`src/rtl/cpf_frame_sequencer.sv`:
```
// cpf_frame_sequencer
//
// Upstream stage of the CP_F frame encoder. Accepts one frame request
// (status, control, address, 16-bit data) on a valid/ready handshake and
// emits it one byte per clock:
//   SOF(K) status control address data_h data_l CRC-slot EOF(K)
// Idle commas fill the line between frames. The CRC itself and the 8b/10b
// coding are done downstream; this block only flags the CRC slot and
// frames the CRC window with crc_reset.
//
// Ports
//   clk           single clock
//   reset         asynchronous, active-low reset
//   req_valid     frame request present
//   req_ready     request accepted this cycle (combinational)
//   status_in     status byte
//   control_in    control byte
//   address_in    address byte
//   data_word_in  16-bit data, MSB byte sent first
//   data_out        byte to encoder                  (registered)
//   is_control_byte data_out is a K character        (registered)
//   is_crc_byte     encoder substitutes running CRC  (registered)
//   crc_reset       hold CRC generator at init value (registered)
//   busy            frame in progress, SOF..EOF      (registered)
//   frame_done      one-cycle pulse during EOF byte  (registered)
//
// Configuration
//   CPF_SEQ_IDLE_GAP_EN  when defined, enforces at least IDLE_GAP idle
//                        cycles between EOF and the next SOF; requests are
//                        then accepted only in IDLE. When undefined,
//                        requests are also accepted during EOF so frames
//                        can run back-to-back.

module cpf_frame_sequencer #(
  parameter logic [7:0] K_IDLE = 8'hBC,
  parameter logic [7:0] K_SOF  = 8'hFB,
  parameter logic [7:0] K_EOF  = 8'hFD
`ifdef CPF_SEQ_IDLE_GAP_EN
  , parameter int unsigned IDLE_GAP = 2
`endif
) (
  input  logic        clk,
  input  logic        reset,
  input  logic        req_valid,
  output logic        req_ready,
  input  logic [7:0]  status_in,
  input  logic [7:0]  control_in,
  input  logic [7:0]  address_in,
  input  logic [15:0] data_word_in,
  output logic [7:0]  data_out,
  output logic        is_control_byte,
  output logic        is_crc_byte,
  output logic        crc_reset,
  output logic        busy,
  output logic        frame_done
);

  typedef enum logic [3:0] {
    ST_IDLE,
    ST_SOF,
    ST_STATUS,
    ST_CONTROL,
    ST_ADDR,
    ST_DATA_H,
    ST_DATA_L,
    ST_CRC,
    ST_EOF
  } state_e;

  state_e      state_q, state_d;
  logic [7:0]  status_q, status_d;
  logic [7:0]  control_q, control_d;
  logic [7:0]  address_q, address_d;
  logic [15:0] data_word_q, data_word_d;

  logic [7:0]  data_out_q, data_out_d;
  logic        is_control_byte_q, is_control_byte_d;
  logic        is_crc_byte_q, is_crc_byte_d;
  logic        crc_reset_q, crc_reset_d;
  logic        busy_q, busy_d;
  logic        frame_done_q, frame_done_d;

  logic        accept;

`ifdef CPF_SEQ_IDLE_GAP_EN
  localparam logic [3:0] GapMax  = 4'(IDLE_GAP);
  localparam logic [4:0] GapNeed = 5'(IDLE_GAP);

  logic [3:0] gap_q, gap_d;
  logic [4:0] gap_elapsed;

  // gap_q counts completed IDLE cycles since EOF; the current IDLE cycle
  // also counts as elapsed, so a request can be taken on the edge that
  // ends the IDLE_GAP-th idle cycle (exactly IDLE_GAP commas on the line).
  assign gap_elapsed = {1'b0, gap_q} + 5'd1;
  assign req_ready   = (state_q == ST_IDLE) && (gap_elapsed >= GapNeed);

  always_comb begin
    gap_d = gap_q;
    if (state_q == ST_EOF) begin
      gap_d = 4'd0;
    end else if ((state_q == ST_IDLE) && (gap_q != GapMax)) begin
      gap_d = gap_q + 4'd1;
    end
  end

  // Resets to IDLE_GAP so the first request after reset is taken at once.
  always_ff @(posedge clk or negedge reset) begin
    if (!reset) gap_q <= GapMax;
    else        gap_q <= gap_d;
  end
`else
  // EOF also accepts, letting the next SOF follow EOF with no idle byte.
  assign req_ready = (state_q == ST_IDLE) || (state_q == ST_EOF);
`endif

  assign accept = req_valid && req_ready;

  // Next state, field capture, and next-cycle outputs. Outputs are derived
  // from state_d so they are registered yet aligned with the state.
  // NOTE: every signal assigned here gets a default first, so no path
  // through the case leaves one unassigned and no latch is inferred.
  always_comb begin
    state_d     = state_q;
    status_d    = status_q;
    control_d   = control_q;
    address_d   = address_q;
    data_word_d = data_word_q;

    if (accept) begin
      status_d    = status_in;
      control_d   = control_in;
      address_d   = address_in;
      data_word_d = data_word_in;
    end

    case (state_q)
      ST_IDLE:    if (accept) state_d = ST_SOF;
      ST_SOF:     state_d = ST_STATUS;
      ST_STATUS:  state_d = ST_CONTROL;
      ST_CONTROL: state_d = ST_ADDR;
      ST_ADDR:    state_d = ST_DATA_H;
      ST_DATA_H:  state_d = ST_DATA_L;
      ST_DATA_L:  state_d = ST_CRC;
      ST_CRC:     state_d = ST_EOF;
      ST_EOF:     state_d = accept ? ST_SOF : ST_IDLE;
      default:    state_d = ST_IDLE;
    endcase

    data_out_d        = K_IDLE;
    is_control_byte_d = 1'b1;
    is_crc_byte_d     = 1'b0;
    crc_reset_d       = 1'b1;
    busy_d            = (state_d != ST_IDLE);
    frame_done_d      = (state_d == ST_EOF);

    case (state_d)
      ST_SOF: data_out_d = K_SOF;
      ST_STATUS, ST_CONTROL, ST_ADDR, ST_DATA_H, ST_DATA_L: begin
        is_control_byte_d = 1'b0;
        crc_reset_d       = 1'b0;
        case (state_d)
          ST_STATUS:  data_out_d = status_q;
          ST_CONTROL: data_out_d = control_q;
          ST_ADDR:    data_out_d = address_q;
          ST_DATA_H:  data_out_d = data_word_q[15:8];
          default:    data_out_d = data_word_q[7:0];
        endcase
      end
      // crc_reset rises with the slot: the generator clears on the same
      // edge the encoder captures the CRC it has accumulated.
      ST_CRC: begin
        data_out_d        = 8'h00;
        is_control_byte_d = 1'b0;
        is_crc_byte_d     = 1'b1;
      end
      ST_EOF:  data_out_d = K_EOF;
      default: data_out_d = K_IDLE;
    endcase
  end

  // NOTE: sequential state uses non-blocking assignments only, so every
  // flop samples the pre-edge values regardless of statement order.
  always_ff @(posedge clk or negedge reset) begin
    if (!reset) begin
      state_q           <= ST_IDLE;
      status_q          <= 8'h00;
      control_q         <= 8'h00;
      address_q         <= 8'h00;
      data_word_q       <= 16'h0000;
      data_out_q        <= K_IDLE;
      is_control_byte_q <= 1'b1;
      is_crc_byte_q     <= 1'b0;
      crc_reset_q       <= 1'b1;
      busy_q            <= 1'b0;
      frame_done_q      <= 1'b0;
    end else begin
      state_q           <= state_d;
      status_q          <= status_d;
      control_q         <= control_d;
      address_q         <= address_d;
      data_word_q       <= data_word_d;
      data_out_q        <= data_out_d;
      is_control_byte_q <= is_control_byte_d;
      is_crc_byte_q     <= is_crc_byte_d;
      crc_reset_q       <= crc_reset_d;
      busy_q            <= busy_d;
      frame_done_q      <= frame_done_d;
    end
  end

  assign data_out        = data_out_q;
  assign is_control_byte = is_control_byte_q;
  assign is_crc_byte     = is_crc_byte_q;
  assign crc_reset       = crc_reset_q;
  assign busy            = busy_q;
  assign frame_done      = frame_done_q;

endmodule

```
`config.mk`:
```
export PLATFORM = sky130hd
export DESIGN_NAME = cpf_frame_sequencer
export DESIGN_NICKNAME = d
export VERILOG_FILES = /design/src/rtl/cpf_frame_sequencer.sv
export SDC_FILE = /design/constraint.sdc
export NUM_CORES = 1
export LEC_CHECK = 0
export BUFFER_PORTS_ARGS = -buffer_cell sky130_fd_sc_hd__buf_2
export CORE_MARGIN = 10
export CORE_UTILIZATION = 45
export DETAILED_ROUTE_END_ITERATION = 8
export PLACE_DENSITY_LB_ADDON = 0.1
export REMOVE_ABC_BUFFERS = 1
export SYNTH_ARGS = -nofsm -noshare
export SYNTH_HDL_FRONTEND = slang
export SYNTH_SLANG_ARGS = --single-unit
```
`constraint.sdc`:
```
create_clock -name clk -period 1.6 [get_ports clk]
set_input_delay 0.16 -clock clk [delete_from_list [all_inputs] [get_ports clk]]
set_output_delay 0.16 -clock clk [all_outputs]
set_load 0.01 [all_outputs]
```
After elaboration in Yosys (flattened, before gate mapping)
Cells that the tools add are included.

Logic and storage cells: 41. Output and inout port bits: 14. Register bits after elaboration: 57.

Reductions and logical operators: 6. Multiplexer cells: 8. Eq/ne operators: 16.

Operators by type and width (count): case mux 8 bit (4 select lines) (2); case mux 4 bit (9 select lines) (1); equality test 4 x 3 -> 1 bit (second input constant) (8); equality test 4 x 2 -> 1 bit (second input constant) (4); equality test 4 x 1 -> 1 bit (second input constant) (2); equality test 4 bit (second input constant) (2); OR reduction 6 bit (1); OR reduction 5 bit (1); logical NOT 4 bit (1); 2-to-1 mux 1 bit (4); 2-to-1 mux 4 bit (1); nonzero test 4 bit (1); logical AND 1 bit (1); logical OR 1 bit (1).

Depth between registers and ports, before layout
Gate-level depths: netlist (run 1).

Depth in word-level cells: 8. Mapped depth: 7.

Worst setup path before layout (run 1)
No wires, ideal clock.

Kind: reg2reg. From: reg state_q[1]. To: reg address_q[0]. Data arrival time: 1.460 ns. Required time: 1.475 ns. Cell stages (with the launch flop): 7. Buffers on the path: 3. Slack: 0.015 ns. Clock period less this slack: 1.585 ns. Cell sequence: dfrtp_1 > buf_6 > nor3_4 > and2_4 > buf_12 > buf_12 > mux2_4.

Cells in the longest elaborated chain, start to end: 3. Elaborated cells on any way between the ends: 4. Classes of those cells: 1 x eq/ne; 3 x reduce/logical.

Ends and longest elaborated chain: from (decl) (line 70) `state_e state_q, state_d;`; from (signal assigned) (line 198) `state_q <= state_d;`; equality test 4 bit or logical NOT 4 bit (tied branches) (line 114) `assign req_ready = (state_q == ST_IDLE) || (state_q == ST_EOF);`; logical OR 1 bit (*) (line 114); via req_ready (line 45) `output logic req_ready,`; logical AND 1 bit (*) (line 117) `assign accept = req_valid && req_ready;`; to (signal assigned) (line 201) `address_q <= address_d;`; to (decl) (line 73) `logic [7:0] address_q, address_d;`.

Mark *: on every way through the listed nets, which the timed path passes. The rest lies on a longest branch. A chain may end at the register's enable or synchronous reset.

Worst setup path after layout (run 1)
From: reg state_q[2]. To: reg data_out_q[6] (netlist: data_out[6]).

Cells in the longest elaborated chain, start to end: 8. Elaborated cells on any way between the ends: 25. Classes of those cells: 16 x eq/ne; 5 x mux; 4 x reduce/logical.

Ends and longest elaborated chain: equality test 4 bit or logical NOT 4 bit (tied branches) (line 114, 137); logical OR 1 bit (line 114); logical AND 1 bit (line 117); 2-to-1 mux 1 bit or 2-to-1 mux 4 bit (tied branches) (line 146, 138); case mux 4 bit (9 select lines) (*) (line 137) `case (state_q)`; equality test 4 x 3 -> 1 bit, or another cell as far along (line 157, 162); case mux 8 bit (4 select lines) or OR reduction 5 bit (tied branches) (line 162, 157); case mux 8 bit (4 select lines) (*) (line 157) `case (state_d)`; via data_out_d[6] (line 76) `logic [7:0] data_out_q, data_out_d;`; to (signal assigned) (line 203) `data_out_q <= data_out_d;`; to (decl) (line 76).

Marks and branches as above.

==> metrics.log, run 1 <==
[metrics] number of buffers between clock root and the deepest sink: 2
[metrics] remaining antenna violation count: 0
[metrics] async set or reset register ratio after synthesis: 100%
[metrics] post-DR wirelength/cell: 16.3 um
[metrics] Setup TNS: 0 ps
[metrics] first-pass GRT wire length: 9720 um
[metrics] most numerous cell types in the synthesized netlist: 50 x dfrtp_1, 26 x a21oi_1, 20 x mux2_4, 16 x mux2_2, 16 x nand2_1
[metrics] Port Buffers: between 50 and 60
[metrics] starting density of the core: between 40 and 50%
[metrics] NumNets Final: 324
[metrics] number of antenna violations at the first check in global routing: 0
[metrics] detailed-routing iteration count for the pre-antenna-repair pass: 4
[metrics] area of the core: 5570 um^2
[metrics] capture instance of the worst register-to-register path: data_out[6]
[metrics] post-synth cell types: 38
[metrics] Num CTS Buffers: 9
[metrics] startpoint of the lowest-slack register-to-register path: state_q[2]
[metrics] Primary FF master, synth: dfrtp_1
[metrics] kind of start point of the critical path: flop
[metrics] clock slew seen by the registers of the worst setup and hold paths: around 60 ps
[metrics] Worst-Margin Slew: ~480 ps
[metrics] Netlist Area Pre-Place: about 2600 um^2
[metrics] P per Cell Area: 2100 nW/um^2
[metrics] max capacitance violation total: 0
[metrics] post-DP HPWL: approximately 4300 um
[metrics] final worst setup slack: 91.7 ps
[metrics] number of hold-slack violations in the final timing report: 0
[metrics] Hold Path Cell Cnt: 3
[metrics] Area Overhead vs Synth: 24.6%
[metrics] leakage component of the power: 1.53 nW
[metrics] number of warning messages in the yosys log: 0
[metrics] iteration-0 DRC count of the detailed router: 89
[metrics] share of synthesized area spent on multiplexers: 19.0%
[metrics] I/O pin total: 57
[metrics] Vias/cell: 5.04
[metrics] overall die area: 9290 um^2
[metrics] number of enable flip-flop cells after synthesis: 0
[metrics] arrival time worst endpoint: 1710 ps
[metrics] simple logic cell fraction of the synthesized area: 9.14%
[metrics] Post-Synthesis Cells: 211
[metrics] setup repair after global routing missed its margin: no
[metrics] Post-Place Setup Slack: 92.5 ps
[metrics] total power: 0.00688 W
[metrics] global placer's final weighted congestion: 0.780
[metrics] Hold EP: data_word_q[12]
[metrics] antenna diode instance count: 0
[metrics] layout cells sized above 1: 47.9%
[metrics] Yosys top cell area share: 47.6%
[metrics] count of cells along the worst register-to-register path: 5
[metrics] total clock sinks: 57
[metrics] most common cell in the synthesized netlist: dfrtp_1
[metrics] Tightest Hold Check Type: primary input to flop
[metrics] Worst Path Max Fanout: 11
[metrics] Clk Latency, worst-skew pair: 330 ps
[metrics] fraction of the mapped netlist area in compound gates: 10.8%
[metrics] Worst Skew: 6.73 ps
[metrics] maximum clock frequency: 663 MHz
[metrics] run status: complete, no violations
[metrics] flop2flop setup slack: 90 ps
[metrics] final cycle utilization of the critical path: a little over nine tenths
[metrics] TritonCTS clock tree: built
[metrics] synthesized flop and latch total: 57
[metrics] endpoints failing setup: 0
[metrics] via count of the first global-routing pass: 2002
[metrics] crit path launch: state_q[2]
[metrics] dominant cell type by area after synthesis: dfrtp_1
[metrics] vertical die dimension: 96.4 um
[metrics] global-route congestion overflow total: 0
[metrics] critical setup path kind: flop to flop
[metrics] level count of the clock H-tree: 3
[metrics] share of the yosys chip area belonging to registers: 54.6%
[metrics] mean instance size in the synthesized netlist: 12.5 um^2
[metrics] global-route usage over all layers: 13.6%
[metrics] adder and majority cell fraction of the synthesized area: 0%
[metrics] nature of the critical path endpoint: flop
[metrics] required time at the worst-slack endpoint: 1810 ps
[metrics] synth top area cells: dfrtp_1 48%, mux2_4 11%, dfstp_2 7.0%
[metrics] die span in x: 96.4 um
[metrics] hold_sp: data_word_in[12]
[metrics] Cell Rows: 27
[metrics] Slew headroom: 67.8%
[metrics] Period minus WS final: 1510 ps
[metrics] IR Drop Worst-Case VDD: 0.000960 V
[metrics] number of vias in the routed layout: 1805
[metrics] Final Slew Violations: 0
[metrics] clock root buffer master: clkbuf_8
[metrics] dominant combinational cell family by area after synthesis: multiplexers
[metrics] pin count of the biggest net entering global routing: 38
[metrics] sum of routed wire length over all layers: 5850 um
[metrics] Synth Area in XOR/XNOR: 0.333%
[metrics] DRC Markers: 0
==> report_power, final <==
| part | leakage [nW] | internal [W] | switching, W |
|---|---|---|---|
| logic | 0.752 | 0.00164 | 0.00134 |
| registers | 0.673 | 0.00224 | 0.000388 |
| clock network | 0.102 | 0.000727 | 0.000549 |
==> state kept, by name (all words and copies together) (netlist names) <==
register	count
data_word_q	16
address_q	8
control_q	8
data_out	8
status_q	8
state_q	4
busy	1
crc_reset	1
frame_done	1
is_control_byte	1
is_crc_byte	1
==> cell families (layout without fill, tap and decap cells) <==
group	Yosys count	count (layout)
and+or+nand+nor	45	45
buffers and inverters	22	97
DFF	57	57
AOI/OAI and AO/OA	48	48
xor gates and xnor gates	1	1
muxes	38	38
==> critical path: stages, from the launching register on <==
cell and delay [ps]:
dfrtp_1 470, buf_4 220, inv_2 50, nand2_1 100, nor3_1 50, or4_1 500
==> layer usage <==
layer  track usage, %  vias up  routed length, um
met2             21.6       49               2780
met4             6.54        0                104
met5                0        -                  0
met1             16.0      867               2510
li1                 -      878                  -
met3             5.17       11                454
==> through the flow <==
stage / hold slack, ps / area [um^2] / instances / util (%)
2_1_floorplan: -136 / 2490 / 195 / -
3_3_place_gp: 150 / 3070 / 341 / 55.1
3_5_place_dp: 150 / 3070 / 341 / 55.1
4_1_cts: 24.1 / 3270 / 358 / 58.7
5_1_grt: 39.9 / 3270 / 358 / 58.7
6_report: 34.8 / 3270 / 358 / 58.7
==> cell usage in the layout, fill, tap and decap left out, drive strengths merged, types with 2 or more instances in the layout <==
cell type  instances
o21ai              7
dfrtp             50
dfstp              7
nand2             16
o2bb2ai            2
buf               74
a22oi              2
nor3               3
clkinv             2
mux2              36
nor2b              2
o211ai             4
inv                6
or3b               4
mux2i              2
clkbuf            14
a21oi             26
a32oi              2
nor3b              2
nor2              11
==> how the worst max path moves through the flow <==
| stage | end | slack, ps |
|---|---|---|
| after floorplan | address_q[3] | -370 |
| after global placement | data_out[6] | 110 |
| after detailed placement | data_out[6] | 90 |
| after CTS | data_out[6] | 90 |
| after global routing | data_out[6] | 20 |
| final | data_out[6] | 90 |
==> area by class of cell <==
class	count	area (um^2)
fillers	479	2300
clock buffers	14	183
multi-input cells	132	1030
well taps	72	90.1
flip-flops and latches	57	1440
repair buffers	75	500
inverters	6	22.5
clock inverters	2	10.0
==> what timing repair did <==
action / in CTS / in global routing
gates resized for setup: 0 / 1
setup buffers: 0 / 0
setup endpoints to repair: 0 / 2
hold buffers: 1 / 0
endpoints found under the hold margin: 15 / 0
Note: power is estimated with default switching activity, not from simulation.
==> inputs of run 2 (changes only) <==
CORE_UTILIZATION = 31   (was 45)
REMOVE_ABC_BUFFERS = not set   (was 1)
==> run 2 against run 1 <==
Flip-flop and latch count is the same. Design area grew 1.7%. Sequential share of layout area shrank 0.74 points. Die area grew 35%.
==> metrics.log, run 2 (synthesized netlist as in run 1, its figures left out) <==
[metrics] run status: complete, no violations
[metrics] P per Cell Area: 2130 nW/um^2 (+1.2%)
[metrics] number of buffers between clock root and the deepest sink: 2 (unchanged)
[metrics] Bufs and invs on worst path: 1 (-1)
[metrics] total power: 0.00708 W (+2.9%)
[metrics] Worst Path Max Fanout: 22 (+11)
[metrics] post-DP HPWL: 4680 um (+8.3%)
[metrics] global placer's final weighted congestion: 0.780 (about the same)
[metrics] count of cells along the worst register-to-register path: 4 (-1)
[metrics] Area Overhead vs Synth: 26.8%
[metrics] first-pass GRT wire length: 9830 um (+1.1%)
[metrics] kind of start point of the critical path: flop
[metrics] critical setup path kind: flop to flop
[metrics] Worst-Margin Slew: 304 ps (-179 ps)
[metrics] largest reg by FF count: data_word_q
[metrics] die span in x: 112 um (+16%)
[metrics] total clock sinks: 57 (unchanged)
[metrics] area of the core: 8220 um^2 (+47%)
[metrics] number of hold-slack violations in the final timing report: 0 (unchanged)
[metrics] maximum clock frequency: 663 MHz (about the same)
[metrics] Period minus WS final: 1510 ps (-0.716 ps)
[metrics] TritonCTS clock tree: built
[metrics] placed insts: 374 (+9.7%)
[metrics] leakage component of the power: 1.53 nW (+0.26%)
[metrics] capture instance of the worst register-to-register path: control_q[2]
[metrics] flip-flop count of the largest register, all copies and words added: 16 (unchanged)
[metrics] sum of routed wire length over all layers: 6230 um (+6.5%)
[metrics] Setup TNS: 0 ps (unchanged)
[metrics] setup repair after global routing missed its margin: no
[metrics] global-route congestion overflow total: 0 (unchanged)
[metrics] Num CTS Buffers: 9 (unchanged)
[metrics] antenna diode instance count: 0 (unchanged)
[metrics] final cycle utilization of the critical path: 94.2% (about the same)
[metrics] clock root buffer master: clkbuf_8
[metrics] layout cells sized above 1: 47.6% (-0.35 points)
[metrics] DRC Markers: 0 (unchanged)
[metrics] Final Slew Violations: 0 (unchanged)
[metrics] number of vias in the routed layout: 1805 (unchanged)
[metrics] arrival time worst endpoint: 1730 ps (+20 ps)
[metrics] Slew headroom: 79.7% (+12 points)
[metrics] vertical die dimension: 112 um (+16%)
[metrics] iteration-0 DRC count of the detailed router: 87 (-2.2%)
[metrics] required time at the worst-slack endpoint: 1830 ps (+20 ps)
[metrics] final worst setup slack: 92.4 ps (+0.716 ps)
[metrics] Port Buffers: 56 (unchanged)
[metrics] commonest non-fill, non-tap cells in the layout: 56 x buf_2, 49 x dfrtp_1, 26 x a21oi_1, 20 x mux2_4
[metrics] max capacitance violation total: 0 (unchanged)
[metrics] endpoints failing setup: 0 (unchanged)
[metrics] Post-Place Setup Slack: 85.1 ps (-7.44 ps)
[metrics] Worst Skew: 5.38 ps (-1.35 ps)
[metrics] global-route usage over all layers: 9.88% (-3.8 points)
[metrics] remaining antenna violation count: 0 (unchanged)
[metrics] clock slew seen by the registers of the worst setup and hold paths: 60 ps (about the same)
[metrics] Critical Path Slowest Stage Cell: dfrtp_1
[metrics] chain of cells forming the critical path: nor3_4, and2_4, buf_12, mux2_2
[metrics] IR Drop Worst-Case VDD: 0.000732 V (-24%)
[metrics] cell depth of the worst setup path: 4 (-1)
[metrics] via count of the first global-routing pass: 1904 (-4.9%)
[metrics] crit path launch: state_q[1]
[metrics] detailed-routing iteration count for the pre-antenna-repair pass: 4 (unchanged)
[metrics] stage delay of the slowest cell on the critical path: 420 ps (-80 ps)
[metrics] I/O pin total: 57 (unchanged)
[metrics] Vias/cell: 4.62 (-8.4%)
[metrics] Worst path top cell family by delay: simple AND/OR/NAND/NOR gates
[metrics] Tightest Hold Check Type: primary input to flop
[metrics] NumNets Final: 324 (unchanged)
[metrics] destination of the critical timing path: control_q[2]
[metrics] number of antenna violations at the first check in global routing: 0 (unchanged)
[metrics] nature of the critical path endpoint: flop
[metrics] number of nets in the synthesized netlist: roughly 250
[metrics] post-DR wirelength/cell: 15.9 um (-2.5%)
[metrics] most frequent standard cell in the layout excluding fill and tap cells: buf_2
[metrics] flop2flop setup slack: 90 ps (about the same)
[metrics] startpoint of the lowest-slack register-to-register path: state_q[1]
[metrics] level count of the clock H-tree: 3 (unchanged)
[metrics] count of buffers added by post-CTS timing repair for setup: 0 (unchanged)
[metrics] count of non-filler cells in the finished layout: 391 (+9.2%)
[metrics] Cell Rows: 33 (+22%)
[metrics] overall die area: 12600 um^2 (+35%)
[metrics] Clk Latency, worst-skew pair: 340 ps (about the same)
[metrics] starting density of the core: 32.0% (-15 points)
[metrics] pin count of the biggest net entering global routing: 58 (+53%)
-- run 2: worst reg2reg max path, cell delays in order, from the launching register on --
cell,delay [ps]
dfrtp_1,420
nor3_4,230
and2_4,220
buf_12,170
mux2_2,350
-- run 2: metal layers --
layer / share of wire, % / routed length, um / vias to the layer above / track usage, %
li1: - / - / 883 / -
met1: 47 / 2950 / 863 / 12.0
met2: 45 / 2800 / 48 / 14.8
met3: 5.5 / 343 / 11 / 4.05
met4: 2.1 / 131 / 0 / 4.99
met5: 0 / 0 / - / 0
-- run 2: power breakdown --
group	total, W	internal [W]	switching (W)
clock network	0.00139	0.000845	0.000543
logic	0.00301	0.00165	0.00136
registers	0.00268	0.00224	0.000445
total	0.00708	0.00474	0.00234
-- run 2: cell type report --
class | instances | area (um^2)
Clock buffer | 14 | 173
Multi-Input combinational cell | 132 | 1030
Inverter | 6 | 22.5
Tap cell | 105 | 131
Timing Repair Buffer | 75 | 500
Sequential cell | 57 | 1440
Fill cell | 809 | 4890
Clock inverter | 2 | 35.0
-- run 2: how the worst min path moves through the flow --
stage / slack, ps / start / depth (start not counted) / end
floorplan: -140 / reset / 0 / address_q[0]
global placement: 190 / reset / 2 / status_q[3]
detailed placement: 190 / reset / 2 / status_q[3]
CTS: 10 / data_word_in[15] / 3 / data_word_q[15]
global route: 30 / data_word_in[5] / 2 / data_word_q[5]
finish: 20 / data_word_in[15] / 3 / data_word_q[15]
-- run 2: timing repair --
action                                 4_1_cts  5_1_grt
resized for setup                            0        1
setup endpoints to repair                    0        1
endpoints found under the hold margin       50        0
hold buffers                                 1        0
-- run 2: stage by stage --
stage / hold WS [ps] / instance area [um^2] / util (%)
final: 19.0 / 3330 / 40.5
after detailed placement: 188 / 3110 / 37.9
after global placement: 190 / 3110 / 37.9
after floorplan: -136 / 2630 / -
after CTS: 13.5 / 3330 / 40.5
after global routing: 32.7 / 3330 / 40.5
==> inputs of run 3 (changes only) <==
HOLD_SLACK_MARGIN = 0.06   (was not set)
==> run 3 against run 2 <==
Sequential share of layout area down 4.6 points. Sequential power barely moved. Maximum frequency hardly changed. Clock-buffer cell count is the same. Combinational power rose by 3%. Hold slack gained 130 ps. Cell count rose by 10%. Register-to-register slack hardly changed. Critical path depth stayed put. Largest cell class unchanged. Clock power is essentially flat. Die area stayed put. Flip-flop and latch count is the same.
==> metrics.log, run 3 (synthesized netlist as in run 1, its figures left out) <==
[metrics] run status: complete, no violations
[metrics] Vias/cell: 4.49 (-2.8%)
[metrics] clock slew seen by the registers of the worst setup and hold paths: 60 ps (about the same)
[metrics] TritonCTS clock tree: built
[metrics] leakage component of the power: 1.70 nW (+11%)
[metrics] kind of start point of the critical path: flop
[metrics] die span in x: 112 um (unchanged)
[metrics] I/O pin total: 57 (unchanged)
[metrics] remaining antenna violation count: 0 (unchanged)
[metrics] share of the core filled with cells: 45.4% (+4.9 points)
[metrics] Period minus WS final: 1510 ps (-0.976 ps)
[metrics] sum of routed wire length over all layers: 6440 um (+3.3%)
[metrics] IR Drop Worst-Case VDD: 0.000740 V (+1.1%)
[metrics] pin count of the biggest net entering global routing: 58 (unchanged)
[metrics] switching share of total power: 33.0% (-0.13 points)
[metrics] most frequent standard cell in the layout excluding fill and tap cells: buf_2
[metrics] antenna diode instance count: 0 (unchanged)
[metrics] Cell Rows: 33 (unchanged)
[metrics] Internal: 0.00480 W (+1.3%)
[metrics] max capacitance violation total: 0 (unchanged)
[metrics] wire length on met2: 2900 um (+3.3%)
[metrics] layout cells sized above 1: 41.7% (-5.8 points)
[metrics] P per Cell Area: 1920 nW/um^2 (-9.7%)
[metrics] Worst-Margin Slew: 305 ps (+0.877 ps)
[metrics] setup repair after global routing missed its margin: no
[metrics] critical setup path kind: flop to flop
[metrics] required time at the worst-slack endpoint: 1820 ps (about the same)
[metrics] overall die area: 12600 um^2 (unchanged)
[metrics] number of antenna violations at the first check in global routing: 0 (unchanged)
[metrics] starting density of the core: 32.0% (unchanged)
[metrics] DRC Markers: 0 (unchanged)
[metrics] highest routing layer actually used: met4
[metrics] Num CTS Buffers: 9 (unchanged)
[metrics] switching power summed over all nets: 0.00236 W (+0.73%)
[metrics] sequential fraction of design power: 37.5% (-0.4 points)
[metrics] commonest non-fill, non-tap cells in the layout: 56 x buf_2, 49 x dfrtp_1, 41 x dlygate4sd3_1, 26 x a21oi_1, 20 x mux2_4
[metrics] via count of the first global-routing pass: 2076 (+9.0%)
[metrics] Worst Skew: 4.53 ps (-0.849 ps)
[metrics] nature of the critical path endpoint: flop
[metrics] total clock sinks: 57 (unchanged)
[metrics] Clk Latency, worst-skew pair: 340 ps (about the same)
[metrics] NumNets Final: 364 (+12%)
[metrics] global-route usage over all layers: 10.4% (+0.49 points)
[metrics] detailed-routing iteration count for the pre-antenna-repair pass: 4 (unchanged)
[metrics] Filler Cell Count: 778 (-3.8%)
[metrics] total power: 0.00716 W (+1.1%)
[metrics] Final Slew Violations: 0 (unchanged)
[metrics] first-pass GRT wire length: 10400 um (+6.0%)
[metrics] number of hold-slack violations in the final timing report: 0 (unchanged)
[metrics] count of non-filler cells in the finished layout: 431 (+10%)
[metrics] final cycle utilization of the critical path: 94.2% (about the same)
[metrics] Area Overhead vs Synth: 42.0%
[metrics] post-DR wirelength/cell: 14.9 um (-6.3%)
[metrics] Tightest Hold Check Type: primary input to flop
[metrics] number of vias in the routed layout: 1934 (+7.1%)
[metrics] placed inst area: 3110 um^2 (unchanged)
[metrics] global placer's final weighted congestion: 0.780 (unchanged)
[metrics] final non-filler cell area: 3730 um^2 (+12%)
[metrics] Port Buffers: 56 (unchanged)
[metrics] Setup TNS: 0 ps (unchanged)
[metrics] wire length on met1: 3050 um (+3.1%)
[metrics] iteration-0 DRC count of the detailed router: 55 (-37%)
[metrics] global-route congestion overflow total: 0 (unchanged)
[metrics] largest reg by FF count: data_word_q
[metrics] number of nets in the synthesized netlist: 254 (unchanged)
[metrics] arrival time worst endpoint: 1730 ps (about the same)
[metrics] maximum clock frequency: 664 MHz (about the same)
[metrics] post-DP HPWL: 4680 um (unchanged)
[metrics] multi-input gate area in the final layout: 1030 um^2 (unchanged)
[metrics] endpoints failing setup: 0 (unchanged)
[metrics] count of buffers added by post-CTS timing repair for setup: 0 (unchanged)
[metrics] area of the core: 8220 um^2 (unchanged)
[metrics] Slew headroom: 79.7% (about the same)
[metrics] clock root buffer master: clkbuf_8
[metrics] area used by sequential logic in the layout: 1440 um^2 (unchanged)
[metrics] Worst Path Max Fanout: 22 (unchanged)
[metrics] portion of total power attributed to the clock network: 19.4% (-0.2 points)
[metrics] flip-flop count of the largest register, all copies and words added: 16 (unchanged)
[metrics] level count of the clock H-tree: 3 (unchanged)
[metrics] placed insts: 374 (unchanged)
[metrics] share of power burned in combinational logic: 43.2% (+0.7 points)
[metrics] vertical die dimension: 112 um (unchanged)
[metrics] number of buffers between clock root and the deepest sink: 2 (unchanged)
[metrics] met3 WL post-DR: 358 um (+4.4%)
run 3: cell count changes in the layout (fill, tap and decap cells not counted), sizes merged:
| cell | delta |
|---|---|
| dlygate4sd3 | +40 |
run 3: layout make-up:
type	count	area share [%]
inverters	6	0.604
clock buffers	14	4.63
repair buffers	115	24.1
flip-flops and latches	57	38.5
well taps	105	3.52
multi-input cells	132	27.7
clock inverters	2	0.939
run 3: critical path, cell delays in order (launching register included):
cell and delay (ps):
dfrtp_1 420, nor3_4 230, and2_4 220, buf_12 170, mux2_2 340
run 3: power groups by stage:
| stage | Combinational [W] | Clock [W] | Sequential, W |
|---|---|---|---|
| floorplan | 0.00217 | 0 | 0.00258 |
| global placement | 0.00303 | 0 | 0.00272 |
| detailed placement | 0.00305 | 0 | 0.00271 |
| CTS | 0.00313 | 0.00143 | 0.00270 |
| global route | 0.00341 | 0.00149 | 0.00277 |
| finish | 0.00309 | 0.00139 | 0.00269 |
run 3: path summary, 6_finish.rpt:
path,from,to,slack [ps],depth (start not counted)
worst max-delay path,state_q[1],control_q[2],90,4
worst min-delay path,req_valid,data_out[2],150,4
worst max register to register,state_q[1],control_q[2],90,4
worst min register to register,status_q[1],status_q[1],510,1
max in group asynchronous,reset,data_out[7],950,3
min in group asynchronous,reset,status_q[3],350,3
run 3: timing repair:
action / CTS / global route
gates resized for setup: 0 / 1
setup endpoints to repair: 0 / 1
hold buffers: 41 / 0
hold endpoints to repair: 90 / 0
run 3: layer usage:
layer  vias up  global-route usage (%)
li1        965                       -
met1       908                    12.5
met2        49                    16.0
met3        12                    3.89
met4         0                    4.99
met5         -                       0
run 3: stage by stage:
stage	worst slack (ps)	hold WS [ps]
after detailed placement	85.1	188
after floorplan	15.1	-136
after global placement	110	190
after CTS	81.1	134
final	93.4	151
after global routing	14.9	161
